## config.mk

```make
export PLATFORM = sky130hd
export DESIGN_NAME = instr_fetch_queue
export DESIGN_NICKNAME = d
export VERILOG_FILES = /design/src/rtl/instr_fetch_queue.sv
export SDC_FILE = /design/constraint.sdc
export NUM_CORES = 1
export LEC_CHECK = 0
export CORE_UTILIZATION = 40
export DETAILED_ROUTE_END_ITERATION = 12
export SETUP_SLACK_MARGIN = 0.1
export SLEW_MARGIN = 5
export SYNTH_ARGS = -nofsm -noshare
export SYNTH_HDL_FRONTEND = slang
export SYNTH_SLANG_ARGS = --single-unit
```

## constraint.sdc

```tcl
create_clock -name clk -period 8.2 [get_ports clk]
set_clock_uncertainty 0.2 [all_clocks]
set_input_delay 2.05 -clock clk [delete_from_list [all_inputs] [get_ports clk]]
set_output_delay 2.05 -clock clk [all_outputs]
set_load 0.01 [all_outputs]
```

## src/rtl/instr_fetch_queue.sv

```systemverilog
// instr_fetch_queue
// In-order {PC, instruction} FIFO between the fetch path and the Tomasulo
// issue stage. Presents the oldest entry first-word-fall-through, pre-classifies
// it as load/store or branch, and back-pressures fetch when full.

module instr_fetch_queue #(
    parameter int DEPTH = 4,
    parameter int PTR_W = $clog2(DEPTH)
) (
    input  logic             clk,
    input  logic             reset,
    input  logic             fetch_valid,
    input  logic [31:0]      fetch_pc,
    input  logic [31:0]      fetch_instr,
    output logic             fetch_ready,
    output logic             issue_valid,
    output logic [31:0]      issue_pc,
    output logic [31:0]      issue_instr,
    output logic             issue_is_ls,
    output logic             issue_is_br,
    input  logic             issue_ready,
    input  logic             flush,
    output logic [PTR_W:0]   count
);

    localparam logic [PTR_W:0]   CNT_FULL = (PTR_W + 1)'(DEPTH);
    localparam logic [PTR_W-1:0] PTR_ONE  = PTR_W'(1);
    localparam logic [PTR_W:0]   CNT_ONE  = (PTR_W + 1)'(1);

    localparam logic [6:0] OP_LOAD   = 7'b0000011;
    localparam logic [6:0] OP_STORE  = 7'b0100011;
    localparam logic [6:0] OP_BRANCH = 7'b1100011;
    localparam logic [6:0] OP_JAL    = 7'b1101111;
    localparam logic [6:0] OP_JALR   = 7'b1100111;

    logic [31:0]      pcMem_q    [DEPTH];
    logic [31:0]      instrMem_q [DEPTH];
    logic [PTR_W-1:0] wrPtr_q, wrPtr_d;
    logic [PTR_W-1:0] rdPtr_q, rdPtr_d;
    logic [PTR_W:0]   count_q, count_d;
    logic             push;
    logic             pop;
    logic [31:0]      headPc;
    logic [31:0]      headInstr;

    // Full/empty come only from the occupancy count; ready never looks at issue_ready
    assign fetch_ready = (count_q != CNT_FULL);
    assign issue_valid = (count_q != '0);
    assign count       = count_q;

    assign push = fetch_valid & fetch_ready;
    assign pop  = issue_valid & issue_ready;

    // Stale array contents stay hidden behind the empty gate
    assign headPc      = pcMem_q[rdPtr_q];
    assign headInstr   = instrMem_q[rdPtr_q];
    assign issue_pc    = issue_valid ? headPc    : '0;
    assign issue_instr = issue_valid ? headInstr : '0;

    // Next-state for pointers and occupancy; flush drops any same-cycle push/pop
    always_comb begin
        wrPtr_d = wrPtr_q;
        rdPtr_d = rdPtr_q;
        count_d = count_q;
        if (flush) begin
            wrPtr_d = '0;
            rdPtr_d = '0;
            count_d = '0;
        end else begin
            if (push) begin
                wrPtr_d = wrPtr_q + PTR_ONE;
            end
            if (pop) begin
                rdPtr_d = rdPtr_q + PTR_ONE;
            end
            case ({push, pop})
                2'b10:   count_d = count_q + CNT_ONE;
                2'b01:   count_d = count_q - CNT_ONE;
                default: count_d = count_q;
            endcase
        end
    end

    // Pointer/count registers; reset outranks flush and empties the queue
    always_ff @(posedge clk) begin
        if (reset) begin
            wrPtr_q <= '0;
            rdPtr_q <= '0;
            count_q <= '0;
        end else begin
            wrPtr_q <= wrPtr_d;
            rdPtr_q <= rdPtr_d;
            count_q <= count_d;
        end
    end

    // Storage write; the array itself is never cleared
    always_ff @(posedge clk) begin
        if (!reset && !flush && push) begin
            pcMem_q[wrPtr_q]    <= fetch_pc;
            instrMem_q[wrPtr_q] <= fetch_instr;
        end
    end

    // Head classification so stall selection upstream needs no extra decode
    always_comb begin
        issue_is_ls = 1'b0;
        issue_is_br = 1'b0;
        if (issue_valid) begin
            case (headInstr[6:0])
                OP_LOAD, OP_STORE:         issue_is_ls = 1'b1;
                OP_BRANCH, OP_JAL, OP_JALR: issue_is_br = 1'b1;
                default: begin
                    issue_is_ls = 1'b0;
                    issue_is_br = 1'b0;
                end
            endcase
        end
    end

endmodule

```

==> metrics.csv, run 1 <==
metric,value,unit
yosys_warnings,0,
netlist_instances,466,
finalSetupTns,0,ns
hold_ws,0.329,ns
start_kind,flip-flop,
rsz0062_at_grt,no,
finalWeightedCongestion,0.674,
tritoncts,built,
setup.worst_path.end_class,output pin,
yosysTopAreaCell,edfxtp_1,
leakagePower,4.03,nW
drv_cap,0,
grt_pass1_vias,5345,
crit_type,flip-flop to output pin,
vias,4868,
ys_seq_elements,265,
postCtsSetupBuffers,0,
port_buffers,139,
num-fill-cells,2002,
path_clk_slew,0.06,ns
final-setup-viol-count,0,
dpl-instance-area,0.0119,mm²
regArea,0.00788,mm²
cp_max_fo,35,
fmax,174,MHz
report.final.slew_viol_count,0,
slew_headroom,27.3,%
outcome,completed,
post_drt_wl_per_cell,20.0,µm
min_period,5.74,ns
fin_crit_sh,70.0,%
r2r_cells,9,
worstPathArrival,3.49,ns
grt_pass1_wl,30200,µm
syn-num-nets,541,
numCtsBuffers,28,
io-pin-count,140,
synth_edf_count,256,
hold_viol_final,0,
clockBufferDepth,3,
drt_iter0_drc,270,
die_w,162,µm
postLayoutCellArea,0.0128,mm²
clk_latency,0.52,ns
holdPathStages,2,
drtPass1Iterations,4,
drive_above_1_share,17.2,%
min_path_type,flip-flop to flip-flop,
grt_usage,15.2,%
yosysSeqAreaShare,76.6,%
grt_overflow_total,0,
grt_max_degree,66,
cts.htree.levels,1,
worstMarginPinSlew,1.09,ns
required,5.95,ns
synth_area_leaders,"edfxtp_1 75%, mux4_2 13%, and2_1 3.9%",
synth_area,0.0103,mm²
max-vdd-ir-drop,0.142,mV
initial_core_util,40.8,%
cts_resized,0,
nNetsFinal,689,
root_buffer,clkbuf_16,
cts_sinks,265,
multiInputGateArea,0.00222,mm²
dieArea,0.0263,mm²
syn_area_per_cell,22.0,µm²
die_h,162,µm
ant_nets,0,
antenna_found_initial,0,
synthDistinctLibCells,30,
antennaDiodeCount,0,
cts_hold_buffers,0,
wl,19300,µm
synth_top_area_share,74.9,%
drc,0,
placeableCoreArea,0.0252,mm²
dp_hpwl,10400,µm
via_per_inst,5.05,
rows,58,
async_reset_ff_share,0,%
power_per_cell_area,224,mW/mm²
area_delta_synth_final,25.0,%
synthFlopType,edfxtp_1,
r2r_setup_slack,5.48,ns
-- synth_stat cells, types with 2 or more instances --
master and number:
edfxtp_1 256, and2_1 64, mux4_2 57, clkbuf_1 11, dfxtp_1 9, nor2_1 8, buf_2 7, inv_1 7
mux4_1 7, ha_1 5, a21oi_1 4, and3_1 4, buf_12 4, xor2_1 4, a21o_1 2, nand3_1 2
or3_1 2
-- cells by family after synthesis --
logic type / count (synthesis) / synth area share, %
buf+inv: 30 / 1.89
flops: 265 / 76.6
fa+ha+maj: 6 / 0.804
simple gates: 88 / 5.47
xor+xnor: 4 / 0.341
compound gates: 9 / 0.548
mux: 64 / 14.3
-- power breakdown --
| part | leakage, nW | total (W) | switching, W | internal (W) |
|---|---|---|---|---|
| registers | 2.39 | 0.00151 | 0.00000650 | 0.00150 |
| clock network | 0.432 | 0.00121 | 0.000487 | 0.000722 |
| logic | 1.21 | 0.000163 | 0.0000706 | 0.0000920 |
-- cells in the final DEF (no fill, tap or decap), drive strengths merged --
| master | synthesis | layout |
|---|---|---|
| and4bb | 1 | 1 |
| bufinv | 0 | 3 |
| or3 | 2 | 2 |
| and2 | 65 | 65 |
| o31ai | 1 | 1 |
| nor2 | 8 | 8 |
| inv | 7 | 7 |
| nor2b | 1 | 1 |
| or2 | 1 | 1 |
| clkinv | 0 | 10 |
| ha | 5 | 5 |
| dfxtp | 9 | 9 |
| buf | 12 | 2 |
| nand3 | 2 | 2 |
| or3b | 1 | 1 |
| clkdlybuf4s50 | 0 | 139 |
| edfxtp | 256 | 256 |
| nand2b | 1 | 1 |
| xor2 | 4 | 4 |
| clkbuf | 11 | 36 |
| fa | 1 | 1 |
| o21ai | 1 | 1 |
| clkinvlp | 0 | 1 |
| mux4 | 64 | 64 |
| nor4b | 1 | 1 |
| a21o | 2 | 2 |
| o311ai | 1 | 1 |
| nand2 | 1 | 1 |
| and3 | 4 | 4 |
| a21oi | 4 | 4 |
-- critical path, stage by stage (launching register included) --
cell and delay (ns):
dfxtp_4 0.81, buf_4 0.64, mux4_2 0.62, nor2_1 0.11
and4bb_1 0.20, clkdlybuf4s50_1 0.53
-- metrics by stage --
step / utilization, % / total power, W / worst slack (ns) / std cells
floorplan: - / 0.00160 / 3.80 / 466
global placement: 47.4 / 0.00169 / 2.85 / 914
detailed placement: 47.4 / 0.00170 / 2.88 / 914
CTS: 51.0 / 0.00292 / 2.31 / 964
global route: 51.0 / 0.00298 / 2.13 / 964
finish: 51.0 / 0.00288 / 2.46 / 964
-- path summary, 6_finish.rpt --
kind | start | end
setup / recovery | flip-flop | issue_is_ls
hold / removal | rdPtr_q[1]$_SDFFE_PP0P_ | rdPtr_q[1]$_SDFFE_PP0P_
hold reg to reg | rdPtr_q[1]$_SDFFE_PP0P_ | rdPtr_q[1]$_SDFFE_PP0P_
setup reg to reg | count[2]$_SDFFE_PP0P_ | count[2]$_SDFFE_PP0P_
-- area by class of cell --
cell class	instances	share of cell area, %
Tap cell	330	3.22
Sequential cell	265	61.4
Timing Repair Buffer	141	11.0
Inverter	7	0.205
Multi-Input combinational cell	171	17.3
Clock inverter	14	1.21
Clock buffer	36	5.69
-- state kept, by name, indices dropped and copies added (netlist names), named ones only --
signal / cells
rdPtr_q: 2
count: 3
wrPtr_q: 2
instrMem_q: 128
pcMem_q: 128
-- metal layers --
| metal | global-route usage, % | vias to the layer above | wire length [µm] |
|---|---|---|---|
| met2 | 25.9 | 135 | 9760 |
| li1 | - | 2182 | - |
| met1 | 19.9 | 2523 | 8130 |
| met5 | 0 | - | 0 |
| met3 | 3.22 | 28 | 1050 |
| met4 | 3.73 | 0 | 376 |
(Power assumes the default switching activity.)
==> run 2, diff against run 1 <==
==> constraint.sdc (replaced) <==
create_clock -name clk -period 5.6 [get_ports clk]
set_clock_uncertainty 0.2 [all_clocks]
set_input_delay 1.4 -clock clk [delete_from_list [all_inputs] [get_ports clk]]
set_output_delay 1.4 -clock clk [all_outputs]
set_load 0.01 [all_outputs]
==> run 2 against run 1 <==
Via count decreased by 0.31%. Core utilization is 0.094 points lower. Sequential share of layout area rose by 0.11 points. Global-route usage increased by 0.24 points. Combinational power is 48% higher. Register-to-register slack worse by 2.6 ns. Critical path depth is 1 lower. Sequential cell count stayed put. Clock-buffer cell count is 2 lower. Largest cell class unchanged. Highest routed layer is now met5.
==> metrics.csv, run 2 (same netlist as run 1, synthesis figures left out) <==
metric,value,unit,change
hold_ws,0.357,ns,was 0.329 ns
power,0.00416,W,was 0.00288 W
dp_hpwl,11000,µm,was 10400 µm
grt_max_degree,65,,was 66
initial_core_util,40.8,%,unchanged
most-common-layout-cells,"256 x edfxtp_1, 139 x clkdlybuf4s50_1, 64 x and2_1",,unchanged
r2r-start,count[2]$_SDFFE_PP0P_,,unchanged
rsz0062_at_grt,no,,unchanged
slew_headroom,29.5,%,was 27.3%
fmax,219,MHz,
drtPass1Iterations,4,,unchanged
crit_chain,mux4_2 > nor2b_1 > nor4b_4 > clkdlybuf4s50_1,,was buf_4 > mux4_2 > nor2_1 > and4bb_1 > clkdlybuf4s50_1
finalWeightedCongestion,0.675,,was 0.674
grt_pass1_vias,5436,,was 5345
die_h,162,µm,unchanged
leakagePower,4.02,nW,was 4.03 nW
ant_nets,0,,unchanged
r2r_cells,9,,unchanged
cts_resized,0,,unchanged
antenna_found_initial,1,,was 0
antennaDiodeCount,0,,unchanged
finalSetupTns,0,ns,unchanged
holdPathStages,2,,unchanged
post_drt_wl_per_cell,20.4,µm,was 20.0 µm
clockBufferDepth,3,,unchanged
start_kind,flip-flop,,unchanged
path_buf_inv,1,,was 2
report.final.slew_viol_count,0,,unchanged
regArea,0.00788,mm²,unchanged
crit_type,flip-flop to output pin,,unchanged
vias,4853,,was 4868
routed.top_layer,met5,,was met4
path_clk_slew,0.06,ns,about the same
power_per_cell_area,325,mW/mm²,was 224 mW/mm²
area_delta_synth_final,24.8,%,was 25.0%
hold_viol_final,0,,unchanged
drt_iter0_drc,294,,was 270
grt_usage,15.4,%,was 15.2%
grt_pass1_wl,30500,µm,was 30200 µm
dieArea,0.0263,mm²,unchanged
cts.htree.levels,1,,unchanged
num-fill-cells,2001,,was 2002
via_per_inst,5.03,,was 5.05
io-pin-count,140,,unchanged
wl_met1,8390,µm,was 8130 µm
fin_crit_sh,81.4,%,
tritoncts,built,,unchanged
outcome,completed,,unchanged
layout_commonest_cell,edfxtp_1,,unchanged
rows,58,,unchanged
numCtsBuffers,27,,was 28
port_buffers,139,,unchanged
cp_max_fo,35,,unchanged
grt_overflow_total,0,,unchanged
postCtsSetupBuffers,0,,unchanged
clk_latency,0.51,ns,was 0.52 ns
min_period,4.56,ns,
worstHoldStart,rdPtr_q[1]$_SDFFE_PP0P_,,unchanged
met3_length,1050,µm,about the same
root_buffer,clkbuf_16,,unchanged
die_w,162,µm,unchanged
worstPathArrival,2.96,ns,was 3.49 ns
cts_hold_buffers,0,,unchanged
final-setup-viol-count,0,,unchanged
max-vdd-ir-drop,0.240,mV,was 0.142 mV
cp_top_family,flip-flops,,was buffers and inverters
min_path_type,flip-flop to flip-flop,,unchanged
setup.worst_path.end_class,output pin,,unchanged
worstMarginPinSlew,1.06,ns,was 1.09 ns
placeableCoreArea,0.0252,mm²,unchanged
path_depth,4,,was 5
multiInputGateArea,0.00222,mm²,unchanged
drc,0,,unchanged
drive_above_1_share,16.6,%,was 17.2%
cts_sinks,265,,unchanged
met2_length,9810,µm,was 9760 µm
nNetsFinal,689,,unchanged
slowest_stage,dfxtp_4,,unchanged
slowest_delay,0.82,ns,was 0.81 ns
drv_cap,0,,unchanged
required,4.00,ns,was 5.95 ns
wl,19600,µm,was 19300 µm
[run 2: cell count changes in the layout (fill, tap and decap cells not counted), sizes merged]
cell / previous run / this run
clkinvlp: 1 / 0
clkbuf: 36 / 34
buf: 2 / 3
clkinv: 10 / 12
[run 2: path summary, 6_finish.rpt]
check | endpoint | slack [ns]
worst min register to register | rdPtr_q[1]$_SDFFE_PP0P_ | 0.36
worst max register to register | count[2]$_SDFFE_PP0P_ | 2.86
worst min-delay path | rdPtr_q[1]$_SDFFE_PP0P_ | 0.36
worst max-delay path | issue_is_br | 1.04
[run 2: cell type report]
cell class,count,area share (%)
clock inverter,15,1.09
inverter,7,0.205
timing repair buffer,142,11.1
tap,330,3.22
sequential,265,61.5
multi-input combinational,171,17.4
clock buffer,34,5.48
[run 2: layer usage]
| metal | vias up | track usage [%] |
|---|---|---|
| li1 | 2187 | - |
| met4 | 2 | 4.33 |
| met1 | 2525 | 19.4 |
| met5 | - | 0 |
| met2 | 108 | 26.8 |
| met3 | 31 | 3.35 |
[run 2: through the flow]
stage	cell area [µm²]	utilization, %	setup WS [ns]	std cells
5_1_grt	12800	50.9	0.838	964
6_report	12800	50.9	1.04	964
3_5_place_dp	12000	47.5	1.51	915
2_1_floorplan	10300	-	1.85	466
4_1_cts	12800	50.9	0.946	964
3_3_place_gp	12000	47.5	1.49	915
[run 2: power by group]
part	switching (W)	internal [W]	total [W]
clock	0.000698	0.00102	0.00172
sequential	0.00000971	0.00219	0.00220
combinational	0.000105	0.000135	0.000241
[run 2: worst min-delay path, delay by kind of cell (launching register included)]
kind,cells,cell delay (ns)
flops,1,0.33
simple gates,1,0.11
xor+xnor,1,0.08
